$ cat src/rtl/axis_tm_frame_ctrl.sv
`default_nettype none
// +---------------------------------------------------------------------------+
// | Module      : axis_tm_frame_ctrl                                          |
// | Description : AXI-Stream front/back end for the Tsetlin-machine inference |
// |               core. Slices each input frame into indexed packets, limits  |
// |               frames in flight with credits, buffers per-frame class sums |
// |               in a FIFO and serialises them onto the master stream.       |
// | Build macro : ARGMAX_EN - send one beat per frame holding the index of    |
// |               the largest signed class sum instead of the raw sums.       |
// | Revision    : 1.0 - initial release                                       |
// +---------------------------------------------------------------------------+
// Ports:
//   clk, rst                      clock (posedge), asynchronous active-high reset
//   s_axis_tdata/tvalid/tready/tlast   feature packet input stream
//   core_x/core_valid/core_pkt_idx/core_last/core_abort   packets to the core
//   core_done/core_class_sums     per-frame result from the core (oldest frame)
//   m_axis_tdata/tvalid/tready/tlast/tkeep   result output stream
//   err_tlast, err_ovf            sticky error flags
module axis_tm_frame_ctrl #(
  parameter int S_TDATA_WIDTH = 64,
  parameter int M_TDATA_WIDTH = 64,
  parameter int FEATURE_NUM   = 784,
  parameter int PACKETS_NUM   = (FEATURE_NUM - 1) / S_TDATA_WIDTH + 1,
  parameter int CLASS_NUM     = 10,
  parameter int WEIGHT_LENGTH = 6,
  parameter int RES_DEPTH     = 4,
  localparam int RES_BITS     = CLASS_NUM * WEIGHT_LENGTH,
  localparam int IDX_W        = (PACKETS_NUM > 1) ? $clog2(PACKETS_NUM) : 1
) (
  input  logic                       clk,
  input  logic                       rst,
  input  logic [S_TDATA_WIDTH-1:0]   s_axis_tdata,
  input  logic                       s_axis_tvalid,
  output logic                       s_axis_tready,
  input  logic                       s_axis_tlast,
  output logic [S_TDATA_WIDTH-1:0]   core_x,
  output logic                       core_valid,
  output logic [IDX_W-1:0]           core_pkt_idx,
  output logic                       core_last,
  output logic                       core_abort,
  input  logic                       core_done,
  input  logic [RES_BITS-1:0]        core_class_sums,
  output logic [M_TDATA_WIDTH-1:0]   m_axis_tdata,
  output logic                       m_axis_tvalid,
  input  logic                       m_axis_tready,
  output logic                       m_axis_tlast,
  output logic [M_TDATA_WIDTH/8-1:0] m_axis_tkeep,
  output logic                       err_tlast,
  output logic                       err_ovf
);

  localparam int KEEP_W = M_TDATA_WIDTH / 8;
  localparam int CIDX_W = (CLASS_NUM > 1) ? $clog2(CLASS_NUM) : 1;
`ifdef ARGMAX_EN
  localparam int ENTRY_W   = CIDX_W;
  localparam int OUT_BEATS = 1;
`else
  localparam int ENTRY_W    = RES_BITS;
  localparam int OUT_BEATS  = (RES_BITS + M_TDATA_WIDTH - 1) / M_TDATA_WIDTH;
  localparam int LAST_BYTES = (RES_BITS - (OUT_BEATS - 1) * M_TDATA_WIDTH + 7) / 8;
`endif
  localparam int BEAT_W = (OUT_BEATS > 1) ? $clog2(OUT_BEATS) : 1;
  localparam int PTR_W  = (RES_DEPTH > 1) ? $clog2(RES_DEPTH) : 1;
  localparam int CNT_W  = $clog2(RES_DEPTH + 1);

  localparam logic [IDX_W-1:0]  LAST_IDX  = IDX_W'(PACKETS_NUM - 1);
  localparam logic [PTR_W-1:0]  LAST_PTR  = PTR_W'(RES_DEPTH - 1);
  localparam logic [CNT_W-1:0]  DEPTH_C   = CNT_W'(RES_DEPTH);
  localparam logic [BEAT_W-1:0] LAST_BEAT = BEAT_W'(OUT_BEATS - 1);

  typedef enum logic [0:0] {
    ST_IDLE = 1'b0,
    ST_SEND = 1'b1
  } state_t;

  // ---------------------------------------------------------------- state
  logic [IDX_W-1:0]         pkt_idx_q, pkt_idx_d;
  logic [CNT_W-1:0]         occ_q, occ_d;
  logic [S_TDATA_WIDTH-1:0] core_x_q, core_x_d;
  logic                     core_valid_q, core_valid_d;
  logic [IDX_W-1:0]         core_pkt_idx_q, core_pkt_idx_d;
  logic                     core_last_q, core_last_d;
  logic                     core_abort_q, core_abort_d;
  logic                     err_tlast_q, err_tlast_d;
  logic                     err_ovf_q, err_ovf_d;
  logic [PTR_W-1:0]         wr_ptr_q, wr_ptr_d;
  logic [PTR_W-1:0]         rd_ptr_q, rd_ptr_d;
  logic [CNT_W-1:0]         cnt_q, cnt_d;
  state_t                   state_q, state_d;
  logic [BEAT_W-1:0]        beat_q, beat_d;

  logic [ENTRY_W-1:0]       fifo_mem [RES_DEPTH];

  logic               in_hs, at_last, early_last, fwd, issue;
  logic               out_hs, pop, push_ok;
  logic [ENTRY_W-1:0] push_data, head;

  // A frame that has started (pkt_idx != 0) always keeps its credit.
  assign s_axis_tready = !rst && ((pkt_idx_q != '0) || (occ_q < DEPTH_C));

  assign in_hs      = s_axis_tvalid & s_axis_tready;
  assign at_last    = (pkt_idx_q == LAST_IDX);
  assign early_last = in_hs & s_axis_tlast & !at_last;
  assign fwd        = in_hs & !early_last;
  assign issue      = fwd & at_last;

  assign out_hs  = m_axis_tvalid & m_axis_tready;
  assign pop     = out_hs & (beat_q == LAST_BEAT);
  // A full FIFO still accepts a push when its head leaves in the same cycle.
  assign push_ok = core_done & ((cnt_q != DEPTH_C) | pop);
  assign head    = fifo_mem[rd_ptr_q];

  // ---------------------------------------------------------- input side
  always_comb begin
    pkt_idx_d      = pkt_idx_q;
    core_x_d       = core_x_q;
    core_pkt_idx_d = core_pkt_idx_q;
    core_valid_d   = fwd;
    core_last_d    = issue;
    core_abort_d   = early_last;
    err_tlast_d    = err_tlast_q | early_last | (in_hs & at_last & !s_axis_tlast);
    if (fwd) begin
      core_x_d       = s_axis_tdata;
      core_pkt_idx_d = pkt_idx_q;
      pkt_idx_d      = at_last ? '0 : pkt_idx_q + 1'b1;
    end
    if (early_last) begin
      pkt_idx_d = '0;
    end
  end

  // Frames in flight: counted from issue to the final output handshake.
  always_comb begin
    occ_d = occ_q;
    case ({issue, pop})
      2'b10:   occ_d = occ_q + 1'b1;
      2'b01:   occ_d = occ_q - 1'b1;
      default: occ_d = occ_q;
    endcase
  end

  // ---------------------------------------------------------- result FIFO
`ifdef ARGMAX_EN
  // Strict greater-than keeps the lowest index on ties.
  always_comb begin
    logic signed [WEIGHT_LENGTH-1:0] best;
    logic [CIDX_W-1:0]               best_idx;
    best     = core_class_sums[WEIGHT_LENGTH-1:0];
    best_idx = '0;
    for (int c = 1; c < CLASS_NUM; c++) begin
      if ($signed(core_class_sums[c*WEIGHT_LENGTH +: WEIGHT_LENGTH]) > best) begin
        best     = core_class_sums[c*WEIGHT_LENGTH +: WEIGHT_LENGTH];
        best_idx = CIDX_W'(c);
      end
    end
    push_data = best_idx;
  end
`else
  assign push_data = core_class_sums;
`endif

  always_comb begin
    wr_ptr_d  = wr_ptr_q;
    rd_ptr_d  = rd_ptr_q;
    cnt_d     = cnt_q;
    err_ovf_d = err_ovf_q | (core_done & !push_ok);
    if (push_ok) begin
      wr_ptr_d = (wr_ptr_q == LAST_PTR) ? '0 : wr_ptr_q + 1'b1;
    end
    if (pop) begin
      rd_ptr_d = (rd_ptr_q == LAST_PTR) ? '0 : rd_ptr_q + 1'b1;
    end
    case ({push_ok, pop})
      2'b10:   cnt_d = cnt_q + 1'b1;
      2'b01:   cnt_d = cnt_q - 1'b1;
      default: cnt_d = cnt_q;
    endcase
  end

  always_ff @(posedge clk) begin
    if (push_ok) begin
      fifo_mem[wr_ptr_q] <= push_data;
    end
  end

  // ---------------------------------------------------------- output FSM
  always_comb begin
    state_d = state_q;
    beat_d  = beat_q;
    case (state_q)
      ST_IDLE: begin
        beat_d = '0;
        if (cnt_q != '0) begin
          state_d = ST_SEND;
        end
      end
      ST_SEND: begin
        if (out_hs) begin
          if (beat_q == LAST_BEAT) begin
            beat_d  = '0;
            // Stay in SEND when another result is already queued.
            state_d = (cnt_d != '0) ? ST_SEND : ST_IDLE;
          end else begin
            beat_d = beat_q + 1'b1;
          end
        end
      end
      default: begin
        state_d = ST_IDLE;
        beat_d  = '0;
      end
    endcase
  end

  assign m_axis_tvalid = (state_q == ST_SEND);

`ifdef ARGMAX_EN
  always_comb begin
    m_axis_tdata = '0;
    if (m_axis_tvalid) begin
      m_axis_tdata[CIDX_W-1:0] = head;
    end
    m_axis_tkeep = m_axis_tvalid ? {KEEP_W{1'b1}} : '0;
    m_axis_tlast = m_axis_tvalid;
  end
`else
  always_comb begin
    logic [OUT_BEATS*M_TDATA_WIDTH-1:0] padded;
    logic                               is_last;
    padded                 = '0;
    padded[RES_BITS-1:0]   = head;
    is_last                = (beat_q == LAST_BEAT);
    m_axis_tdata = m_axis_tvalid ? padded[int'(beat_q)*M_TDATA_WIDTH +: M_TDATA_WIDTH] : '0;
    m_axis_tlast = m_axis_tvalid & is_last;
    for (int i = 0; i < KEEP_W; i++) begin
      m_axis_tkeep[i] = m_axis_tvalid & (!is_last | (i < LAST_BYTES));
    end
  end
`endif

  // ---------------------------------------------------------- registers
  always_ff @(posedge clk or posedge rst) begin
    if (rst) begin
      pkt_idx_q      <= '0;
      occ_q          <= '0;
      core_x_q       <= '0;
      core_valid_q   <= 1'b0;
      core_pkt_idx_q <= '0;
      core_last_q    <= 1'b0;
      core_abort_q   <= 1'b0;
      err_tlast_q    <= 1'b0;
      err_ovf_q      <= 1'b0;
      wr_ptr_q       <= '0;
      rd_ptr_q       <= '0;
      cnt_q          <= '0;
      state_q        <= ST_IDLE;
      beat_q         <= '0;
    end else begin
      pkt_idx_q      <= pkt_idx_d;
      occ_q          <= occ_d;
      core_x_q       <= core_x_d;
      core_valid_q   <= core_valid_d;
      core_pkt_idx_q <= core_pkt_idx_d;
      core_last_q    <= core_last_d;
      core_abort_q   <= core_abort_d;
      err_tlast_q    <= err_tlast_d;
      err_ovf_q      <= err_ovf_d;
      wr_ptr_q       <= wr_ptr_d;
      rd_ptr_q       <= rd_ptr_d;
      cnt_q          <= cnt_d;
      state_q        <= state_d;
      beat_q         <= beat_d;
    end
  end

  assign core_x       = core_x_q;
  assign core_valid   = core_valid_q;
  assign core_pkt_idx = core_pkt_idx_q;
  assign core_last    = core_last_q;
  assign core_abort   = core_abort_q;
  assign err_tlast    = err_tlast_q;
  assign err_ovf      = err_ovf_q;

endmodule
`default_nettype wire

$ cat config.mk
export PLATFORM = sky130hd
export DESIGN_NAME = axis_tm_frame_ctrl
export DESIGN_NICKNAME = d
export VERILOG_FILES = /design/src/rtl/axis_tm_frame_ctrl.sv
export SDC_FILE = /design/constraint.sdc
export NUM_CORES = 1
export LEC_CHECK = 0
export CORE_MARGIN = 5
export CORE_UTILIZATION = 46
export CTS_CLUSTER_SIZE = 40
export DETAILED_ROUTE_END_ITERATION = 7
export PLACE_DENSITY = 0.77
export RECOVER_POWER = 50
export SYNTH_ARGS = -nofsm -noshare
export SYNTH_HDL_FRONTEND = slang
export SYNTH_SLANG_ARGS = --single-unit
$ cat constraint.sdc
create_clock -name clk -period 3.32 [get_ports clk]
set_clock_uncertainty 0.1 [all_clocks]
set_input_delay 0.332 -clock clk [delete_from_list [all_inputs] [get_ports clk]]
set_output_delay 0.332 -clock clk [all_outputs]
set_load 0.05 [all_outputs]
==> key figures, run 1 <==
Timing
  • Relative max-transition margin: -0.0989
  • Post-route clock period utilization: 0.947
  • Final setup fails: 0
  • WHS: 0.337 ns
  • Max Fclk: 318 MHz
  • Fin Setup TNS: 0 ns
  • Pins over their slew limit: 32
  • Hold Violations, Final: 0
  • RSZ-0062 raised after global routing: no
  • Fin crit period: 3.14 ns
  • Worst-margin pin slew: 1.65 ns

Placement
  • GPL Wtd Cong: 0.800
  • IO Port Bufs: 273
  • Hpwl dp: 18,400 um
  • Cells after DPL: 1,281

Floorplanning
  • Initial Utilization: 0.464
  • Core footprint: 27,600 um2
  • Die footprint: 31,300 um2
  • Rows: 61
  • # IOs: 278
  • Die Height: 177 um
  • Die Span X: 177 um

Cells and area
  • Commonest cells after routing, fill and taps aside: 240 x edfxtp_1, 183 x clkdlybuf4s50_1, 86 x dfrtp_1
  • Filler instances: 2,015
  • Area delta synth->final: 32.8%
  • Post-route insts no fill: 1,346
  • FF/Latch Area: 9410 um2
  • Final net count: 1,084
  • Most common cell after layout, fill and taps aside: edfxtp_1
  • Share of layout cells above drive strength 1: 0.142
  • Multi-input gate area: 3100 um2

Status
  • Failing checks: max-capacitance violations, max-slew violations
  • Status: finished, violations left

Route
  • DR iter-0 viols: 296
  • Wl on met1: 10,800 um
  • Routed Antenna Nets: 0
  • Highest routed layer: met5
  • Drt drc: 0
  • DR vias/cell: 5.04
  • Met2 wire length: 13,200 um
  • Via count: 6,778
  • Wire per inst: 20.1 um
  • Initial DRT Pass Iterations: 4
  • Wirelength, routed: 27,000 um
  • Metal3 WL: 2480 um

Pwr
  • Pwr dens: 1090 nW/um2
  • Power, Total: 18,600 uW
  • Pleak: 0.00616 uW
  • Worst-case vdd ir drop: 718 uV

Run
  • Max-cap violation count: 1

Clock network
  • Worst-Skew Late Latency: 0.49 ns
  • Clock Sinks: 328
  • CTS tree: built
  • Clock Pin Slew Worst Setup and Hold Paths: 0.05 ns
  • Total CTS buffers: 35
  • # hold bufs at CTS: 0
  • Deepest clock path buffer count: 3
  • H-tree depth: 2
  • Root Buffer: clkbuf_16

Setup path
  • CP Class: reg2out
  • Reg-to-reg critical path startpoint: m_axis_tvalid
  • Crit start category: flop
  • CP required: 2.89 ns
  • Worst Setup End Kind: output port
  • WP data arrival: 2.71 ns
  • Max Fanout on Critical Path: 47
  • Critical path origin: rd_ptr_q[1]

Yosys
  • Synthesized area: 12,800 um2
  • EDFF count, synth: 240
  • Seq cells post-synth: 328
  • Synthesis Warnings: 0
  • Top_reg_cell synth: edfxtp_1
  • Register area share after synthesis: 0.733
  • Unique masters post-synth: 42
  • Synthesized area per cell: 19.7 um2
  • Post-synthesis cell count: 651
  • Asr flop ratio synth: 0.268

Global routing
  • Gr ovfl total: 0
  • First-pass GRT wire length: 42,000 um
  • Vias in the first global route: 7,397
  • Pin count of the biggest net entering global routing: 57
  • Overall track demand over capacity in global routing: 0.173
  • Initial antenna violation count: 9

Hold path
  • Hold Path Class: in2async
metrics by stage:
| step | utilization | setup WS [ns] | instance area, um2 |
|---|---|---|---|
| finish | 0.617 | 0.177 | 17000 |
| global route | 0.617 | 0.0713 | 17000 |
| CTS | 0.616 | 0.00445 | 17000 |
| detailed placement | 0.581 | 0.530 | 16100 |
| global placement | 0.581 | 0.547 | 16100 |
| floorplan | - | 0.373 | 12800 |
cells by family (layout without fill, tap and decap cells):
| family | Yosys count | in the layout | synth area share |
|---|---|---|---|
| adder cells (fa/ha/maj) | 11 | 11 | 0.0119 |
| XOR/XNOR | 7 | 7 | 0.00478 |
| other | 1 | 7 | 0.000292 |
| flip-flops | 328 | 328 | 0.733 |
| AND/OR/NAND/NOR | 95 | 95 | 0.0450 |
| multiplexers | 132 | 132 | 0.168 |
| buffers and inverters | 60 | 371 | 0.0265 |
| AO/OA/AOI/OAI | 17 | 17 | 0.00995 |
worst max-delay path, stage by stage (launching register included):
cell and delay, ns:
dfrtp_2 0.61, buf_12 0.32, mux4_2 0.34, and2_1 0.20, clkdlybuf4s50_1 0.71
cells in the mapped netlist, types with 3 or more instances:
| master | n | area share |
|---|---|---|
| mux2_2 | 3 | 0.0026 |
| inv_1 | 16 | 0.0047 |
| buf_6 | 7 | 0.0061 |
| xor2_1 | 4 | 0.0027 |
| mux4_2 | 60 | 0.11 |
| o21ai_0 | 4 | 0.0016 |
| nor2_1 | 8 | 0.0023 |
| edfxtp_1 | 240 | 0.56 |
| mux2_1 | 68 | 0.060 |
| ha_1 | 9 | 0.0088 |
| nand2_1 | 5 | 0.0015 |
| buf_2 | 8 | 0.0031 |
| clkbuf_1 | 15 | 0.0044 |
| xnor2_1 | 3 | 0.0020 |
| dfrtp_1 | 88 | 0.17 |
| a21oi_1 | 3 | 0.0012 |
| and2_1 | 65 | 0.032 |
| buf_4 | 14 | 0.0082 |
per-layer routing:
metal | global-route usage | vias to the layer above
li1 | - | 3065
met1 | 0.221 | 3399
met2 | 0.283 | 254
met3 | 0.0681 | 48
met4 | 0.0419 | 12
met5 | 0 | -
area by class of cell:
class	instances	share of cell area
Antenna cell	3	0.000440
Clock buffer	46	0.0538
Clock inverter	13	0.00374
Inverter	16	0.00360
Multi-Input combinational cell	266	0.182
Sequential cell	328	0.552
Tap cell	378	0.0277
Timing Repair Buffer	296	0.176
worst paths after layout:
kind	to	slack, ns	depth (start not counted)
worst max register to register	m_axis_tvalid	0.47	8
max in group asynchronous	core_x[24]	0.85	3
worst min-delay path	core_pkt_idx[2]	0.34	2
min in group clk	core_x[42]	0.34	2
worst min register to register	occ_q[0]	0.38	1
worst max-delay path	m_axis_tdata[6]	0.18	4
power by group:
| group | switching (uW) | leakage (uW) | total, uW | internal (uW) |
|---|---|---|---|---|
| combinational | 5760 | 0.00244 | 9140 | 3380 |
| sequential | 509 | 0.00324 | 6070 | 5570 |
| clock | 1440 | 0.000478 | 3380 | 1940 |
| total | 7710 | 0.00616 | 18600 | 10900 |
timing repair:
item	in CTS	in global routing
gates resized for setup	1	7
setup buffers	0	3
endpoints found under the setup margin	1	27
registers in the layout (all words and copies together), names as in the netlist:
| name | flops |
|---|---|
| core_pkt_idx | 4 |
| core_valid | 1 |
| cnt_q | 3 |
| core_x | 64 |
| rd_ptr_q | 2 |
| err_tlast | 1 |
| occ_q | 3 |
| core_last | 1 |
| core_abort | 1 |
| err_ovf | 1 |
| wr_ptr_q | 2 |
| fifo_mem | 240 |
| pkt_idx_q | 4 |
| m_axis_tvalid | 1 |
No activity file was read; power rests on OpenSTA's default activity.
==> run 2: changes to the inputs <==
- PLACE_DENSITY: 0.77 -> default
- PLACE_DENSITY_LB_ADDON: default -> 0.2
==> run 2 against run 1 <==
  * The run still ends with max-capacitance violations, max-slew violations left
  * Core utilization grew 0.35 points
  * First-iteration DRC count grew 19%
  * Global-route usage fell by 0.27 points
  * Clock-buffer cell count fell by 4
  * Die area is the same
  * Maximum frequency down 0.39%
  * Sequential share of layout area down 0.31 points
  * Critical path type unchanged
  * Largest cell class unchanged
  * Largest power group unchanged
  * Highest routed layer unchanged
==> key figures, run 2 (synthesis results as in run 1) <==
Status
  • Status: finished, violations left
  • Failing checks: max-capacitance violations, max-slew violations

Cells and area
  • Area delta synth->final: 33.6%
  • Largest register FFs: 240
  • Final Util: 0.621
  • Final net count: 1,084
  • Filler instances: 2,060
  • Post-route insts no fill: 1,349
  • Top reg by flops: fifo_mem
  • Most common cell after layout, fill and taps aside: edfxtp_1
  • Share of layout cells above drive strength 1: 0.152
  • Commonest cells after routing, fill and taps aside: 240 x edfxtp_1, 212 x clkdlybuf4s50_1, 85 x dfrtp_1

Floorplanning
  • Die footprint: 31,300 um2
  • Die Span X: 177 um
  • Initial Utilization: 0.464
  • Core footprint: 27,600 um2
  • # IOs: 278
  • Die Height: 177 um
  • Rows: 61

Global routing
  • First-pass GRT wire length: 41,500 um
  • Met1 Track Usage GR: 0.215
  • Overall track demand over capacity in global routing: 0.171
  • GRT met2 Usage: 0.281
  • Pin count of the biggest net entering global routing: 63
  • Gr ovfl total: 0
  • Vias in the first global route: 7,494
  • Initial antenna violation count: 4
  • Global routing's busiest layer: met2
  • M3 GR Usage: 0.0699

Route
  • Via count: 6,750
  • Routed Antenna Nets: 0
  • Drt drc: 0
  • DR iter-0 viols: 352
  • Initial DRT Pass Iterations: 4
  • Wire per inst: 19.6 um
  • Wirelength, routed: 26,400 um
  • DR vias/cell: 5.00

Setup path
  • Max Fanout on Critical Path: 9
  • Critical path origin: rd_ptr_q[0]
  • Crit path cell chain: clkbuf_1, mux4_2, and2_1, clkdlybuf4s50_1
  • Reg-to-reg critical path startpoint: m_axis_tvalid
  • CP required: 2.89 ns
  • Worst Reg-to-Reg Cells: 5
  • Critical path's largest stage delay: 0.73 ns
  • Slowest CP cell: clkdlybuf4s50_1
  • Worst Setup End Kind: output port
  • CP Class: reg2out
  • Crit start category: flop
  • WP data arrival: 2.72 ns

Hold path
  • Worst hold path startpoint: s_axis_tdata[14]
  • Worst Hold Depth: 2
  • Hold Path Class: in2reg

Placement
  • Cells after DPL: 1,280
  • Hpwl dp: 17,000 um
  • GPL Wtd Cong: 0.739
  • IO Port Bufs: 273
  • Placement Setup Slack: 0.502 ns

Timing
  • Worst-margin pin slew: 1.74 ns
  • Final setup fails: 0
  • Relative max-transition margin: -0.160
  • Max Fclk: 317 MHz
  • Fin crit period: 3.16 ns
  • RSZ-0062 raised after global routing: no
  • Post-route clock period utilization: 0.950
  • WHS: 0.328 ns
  • Pins over their slew limit: 61
  • Hold Violations, Final: 0
  • Worst setup margin: 0.165 ns
  • Fin Setup TNS: 0 ns

Clock network
  • Deepest clock path buffer count: 3
  • Worst-Skew Late Latency: 0.50 ns
  • H-tree depth: 2
  • Post-CTS sizing: 0
  • Total CTS buffers: 35
  • CTS tree: built
  • Root Buffer: clkbuf_16
  • Clock Pin Slew Worst Setup and Hold Paths: 0.06 ns
  • Clock Sinks: 328

Pwr
  • Worst-case vdd ir drop: 766 uV
  • Internal power: 11,300 uW
  • Clock share of power: 0.201
  • Comb pwr share: 0.482
  • Switch Pwr: 7730 uW
  • Switch share: 0.406
  • Sequential power share: 0.317
  • Pwr dens: 1110 nW/um2
  • Pleak: 0.00615 uW

Run
  • Max-cap violation count: 1
-- run 2: cell types whose count changed in the layout (fill, tap and decap cells not counted), moves of 4 or more --
cell / change
bufinv_16: +4
clkbuf_1: -5
clkdlybuf4s50_1: +29
clkinv_2: +5
dlygate4sd3_1: -21
dlymetal6s2s_1: -7
-- run 2: area by class of cell --
cell class	instances	area, um2	area share
antenna	2	5.00	0.000292
timing repair buffer	296	2950	0.172
tap	378	473	0.0276
inverter	16	61.3	0.00358
clock buffer	42	945	0.0551
clock inverter	21	201	0.0117
sequential	328	9420	0.549
multi-input combinational	266	3100	0.181
-- run 2: through the flow --
stage	total power, uW	cell area (um2)
floorplan	12300	12800
global placement	15300	16000
detailed placement	15400	16000
CTS	19400	17200
global route	20000	17100
finish	19100	17100
-- run 2: critical path, delay by kind of cell, from the launching register on --
kind	cells	cell delay, ns
buf+inv	2	0.96
flops	1	0.56
mux	1	0.52
simple gates	1	0.18
-- run 2: worst paths after layout --
path / end / slack (ns)
max: m_axis_tdata[21] / 0.16
max reg2reg: fifo_mem[2][21] / 0.34
max in group asynchronous: core_valid / 0.94
min in group asynchronous: core_pkt_idx[3] / 0.55
min: core_x[14] / 0.33
min reg2reg: err_tlast / 0.36
-- run 2: power groups by stage --
| stage | sequential, uW | combinational (uW) | clock, uW |
|---|---|---|---|
| after global routing | 6170 | 9680 | 4140 |
| after global placement | 6090 | 9260 | 0 |
| after CTS | 6040 | 9390 | 3930 |
| after floorplan | 7500 | 4780 | 0 |
| final | 6030 | 9190 | 3830 |
| after detailed placement | 6130 | 9290 | 0 |
-- run 2: per-layer routing --
| layer | part of all wire | wire length (um) |
|---|---|---|
| met3 | 0.093 | 2460 |
| met5 | 0.0015 | 39 |
| met1 | 0.41 | 10800 |
| met4 | 0.012 | 328 |
| met2 | 0.48 | 12800 |
-- run 2: repair_timing --
item | CTS | global route
endpoints found under the setup margin | 8 | 0
hold buffers | 0 | 0
setup buffers | 4 | 0
==> run 3: changes to the inputs <==
- CORE_MARGIN: 5 -> 4
- SKIP_LAST_GASP: default -> 1
==> run 3 against run 2 <==
  * The run now ends clean
  * Final cell count decreased by 0.30%
  * Clock-buffer cell count increased by 9
  * Clock power decreased by 5.5%
  * Global-route usage about the same
  * Register-to-register slack about the same
  * Non-clock buffer count increased by 1
  * Sequential power increased by 0.7%
  * Critical path depth unchanged
  * First-iteration DRC count decreased by 1.7%
  * Flip-flop and latch count unchanged
  * Critical path type unchanged
  * Highest routed layer is now met4
==> key figures, run 3 (synthesis results as in run 1) <==
Cells and area
  • Post-route insts no fill: 1,345
  • Largest register FFs: 240
  • Most common cell after layout, fill and taps aside: edfxtp_1
  • Share of layout cells above drive strength 1: 0.146
  • Final net count: 1,086
  • Commonest cells after routing, fill and taps aside: 240 x edfxtp_1, 144 x clkdlybuf4s50_1, 119 x dlygate4sd3_1
  • Filler instances: 1,973
  • Top reg by flops: fifo_mem
  • Design area: 17,200 um2
  • Area delta synth->final: 33.8%

Setup path
  • Crit start category: flop
  • Worst Setup End Kind: output port
  • CP required: 2.89 ns
  • Worst Reg-to-Reg Cells: 5
  • Critical path depth: 4
  • FF-to-FF setup slack: 0.35 ns
  • WP data arrival: 2.71 ns
  • CP Class: reg2out
  • CP Buf/Inv Count: 2
  • Critical path's largest stage delay: 0.70 ns
  • Max Fanout on Critical Path: 26
  • Crit path cell chain: buf_4, mux4_2, and2_1, clkdlybuf4s50_1
  • Largest delay share family, worst path: buffers and inverters
  • Worst reg2reg endpoint: fifo_mem[1][43]
  • Slowest CP cell: clkdlybuf4s50_1
  • Reg-to-reg critical path startpoint: m_axis_tvalid

Route
  • Via count: 6,751
  • DR vias/cell: 5.02
  • DR iter-0 viols: 346
  • Initial DRT Pass Iterations: 4
  • Routed Antenna Nets: 0
  • Drt drc: 0
  • Wire per inst: 19.3 um
  • Wirelength, routed: 26,000 um

Global routing
  • Overall track demand over capacity in global routing: 0.171
  • First-pass GRT wire length: 41,300 um
  • Vias in the first global route: 7,301
  • Pin count of the biggest net entering global routing: 61
  • Gr ovfl total: 0
  • Initial antenna violation count: 3

Floorplanning
  • Die footprint: 30,600 um2
  • Die Height: 175 um
  • # IOs: 278
  • Core footprint: 27,200 um2
  • Rows: 60
  • Die Span X: 175 um
  • Initial Utilization: 0.472

Clock network
  • Deepest clock path buffer count: 3
  • Clock Pin Slew Worst Setup and Hold Paths: 0.05 ns
  • CTS tree: built
  • Clock Sinks: 328
  • Total CTS buffers: 36
  • Worst-Skew Late Latency: 0.50 ns
  • Root Buffer: clkbuf_16
  • # hold bufs at CTS: 0
  • H-tree depth: 2

Hold path
  • Hold Path Class: in2reg
  • Worst Hold Depth: 2
  • Hold EP: core_x[39]
  • Worst hold path startpoint: s_axis_tdata[39]

Timing
  • Worst setup margin: 0.177 ns
  • Pins over their slew limit: 0
  • Final setup fails: 0
  • RSZ-0062 raised after global routing: no
  • Worst-margin pin slew: 1.31 ns
  • Hold Violations, Final: 0
  • Fin crit period: 3.14 ns
  • Relative max-transition margin: 0.122
  • Post-route clock period utilization: 0.947
  • Fin Setup TNS: 0 ns
  • Max Fclk: 318 MHz

Run
  • Max-cap violation count: 0

Placement
  • Cells after DPL: 1,276
  • GPL Wtd Cong: 0.732
  • Hpwl dp: 17,300 um
  • Placement Setup Slack: 0.529 ns
  • IO Port Bufs: 273
  • Post-DP Area: 16,100 um2

Pwr
  • Power, Total: 18,700 uW
  • Pwr dens: 1090 nW/um2
  • Worst-case vdd ir drop: 668 uV
  • Pleak: 0.00625 uW

Status
  • Status: finished clean
==> run 3: cell types whose count changed in the layout (fill, tap and decap cells not counted), sizes merged, moves of 5 or more <==
cell and delta:
clkdlybuf4s50 -68, dlygate4sd3 +58, dlymetal6s2s +7, clkbuf +6
buf +5, clkinv -5
==> run 3: per-stage QoR <==
stage                     hold WS (ns)  utilization
after floorplan                  0.331            -
after global placement           0.342        0.591
after detailed placement         0.343        0.591
after CTS                        0.163        0.631
after global routing             0.317        0.632
final                            0.329        0.632
==> run 3: routing by layer <==
metal	up-vias	routed length (um)	GRT usage
met1	3393	10800	0.221
met3	29	2140	0.0595
met2	242	12700	0.282
li1	3087	-	-
met5	-	0	0
met4	0	376	0.0399
==> run 3: area by class of cell <==
| cell class | count | area (um2) | area share |
|---|---|---|---|
| Sequential cell | 328 | 9420 | 0.549 |
| Multi-Input combinational cell | 266 | 3090 | 0.180 |
| Timing Repair Buffer | 297 | 3040 | 0.177 |
| Clock buffer | 51 | 1030 | 0.0599 |
| Tap cell | 372 | 465 | 0.0271 |
| Inverter | 16 | 61.3 | 0.00357 |
| Clock inverter | 12 | 57.6 | 0.00335 |
| Antenna cell | 3 | 7.51 | 0.000437 |
==> run 3: worst max-delay path by stage <==
stage	startpoint	end	slack (ns)
final	rd_ptr_q[1]	m_axis_tdata[0]	0.18
after global routing	rd_ptr_q[1]	m_axis_tdata[2]	0.06
after CTS	rd_ptr_q[0]	m_axis_tdata[20]	0.006
after detailed placement	rd_ptr_q[0]	m_axis_tdata[26]	0.53
after global placement	rd_ptr_q[0]	m_axis_tdata[16]	0.55
after floorplan	m_axis_tvalid	m_axis_tvalid	0.37
==> run 3: what timing repair did <==
| item | in CTS | in global routing |
|---|---|---|
| buffers inserted | 0 | 3 |
| resized for setup | 2 | 7 |
| setup endpoints to repair | 2 | 25 |
| endpoints found under the hold margin | 0 | 0 |
==> run 3: report_power, final <==
| group | internal (uW) | leakage (uW) | switching, uW |
|---|---|---|---|
| Clock | 2150 | 0.000535 | 1470 |
| Sequential | 5570 | 0.00324 | 503 |
| Combinational | 3320 | 0.00247 | 5720 |
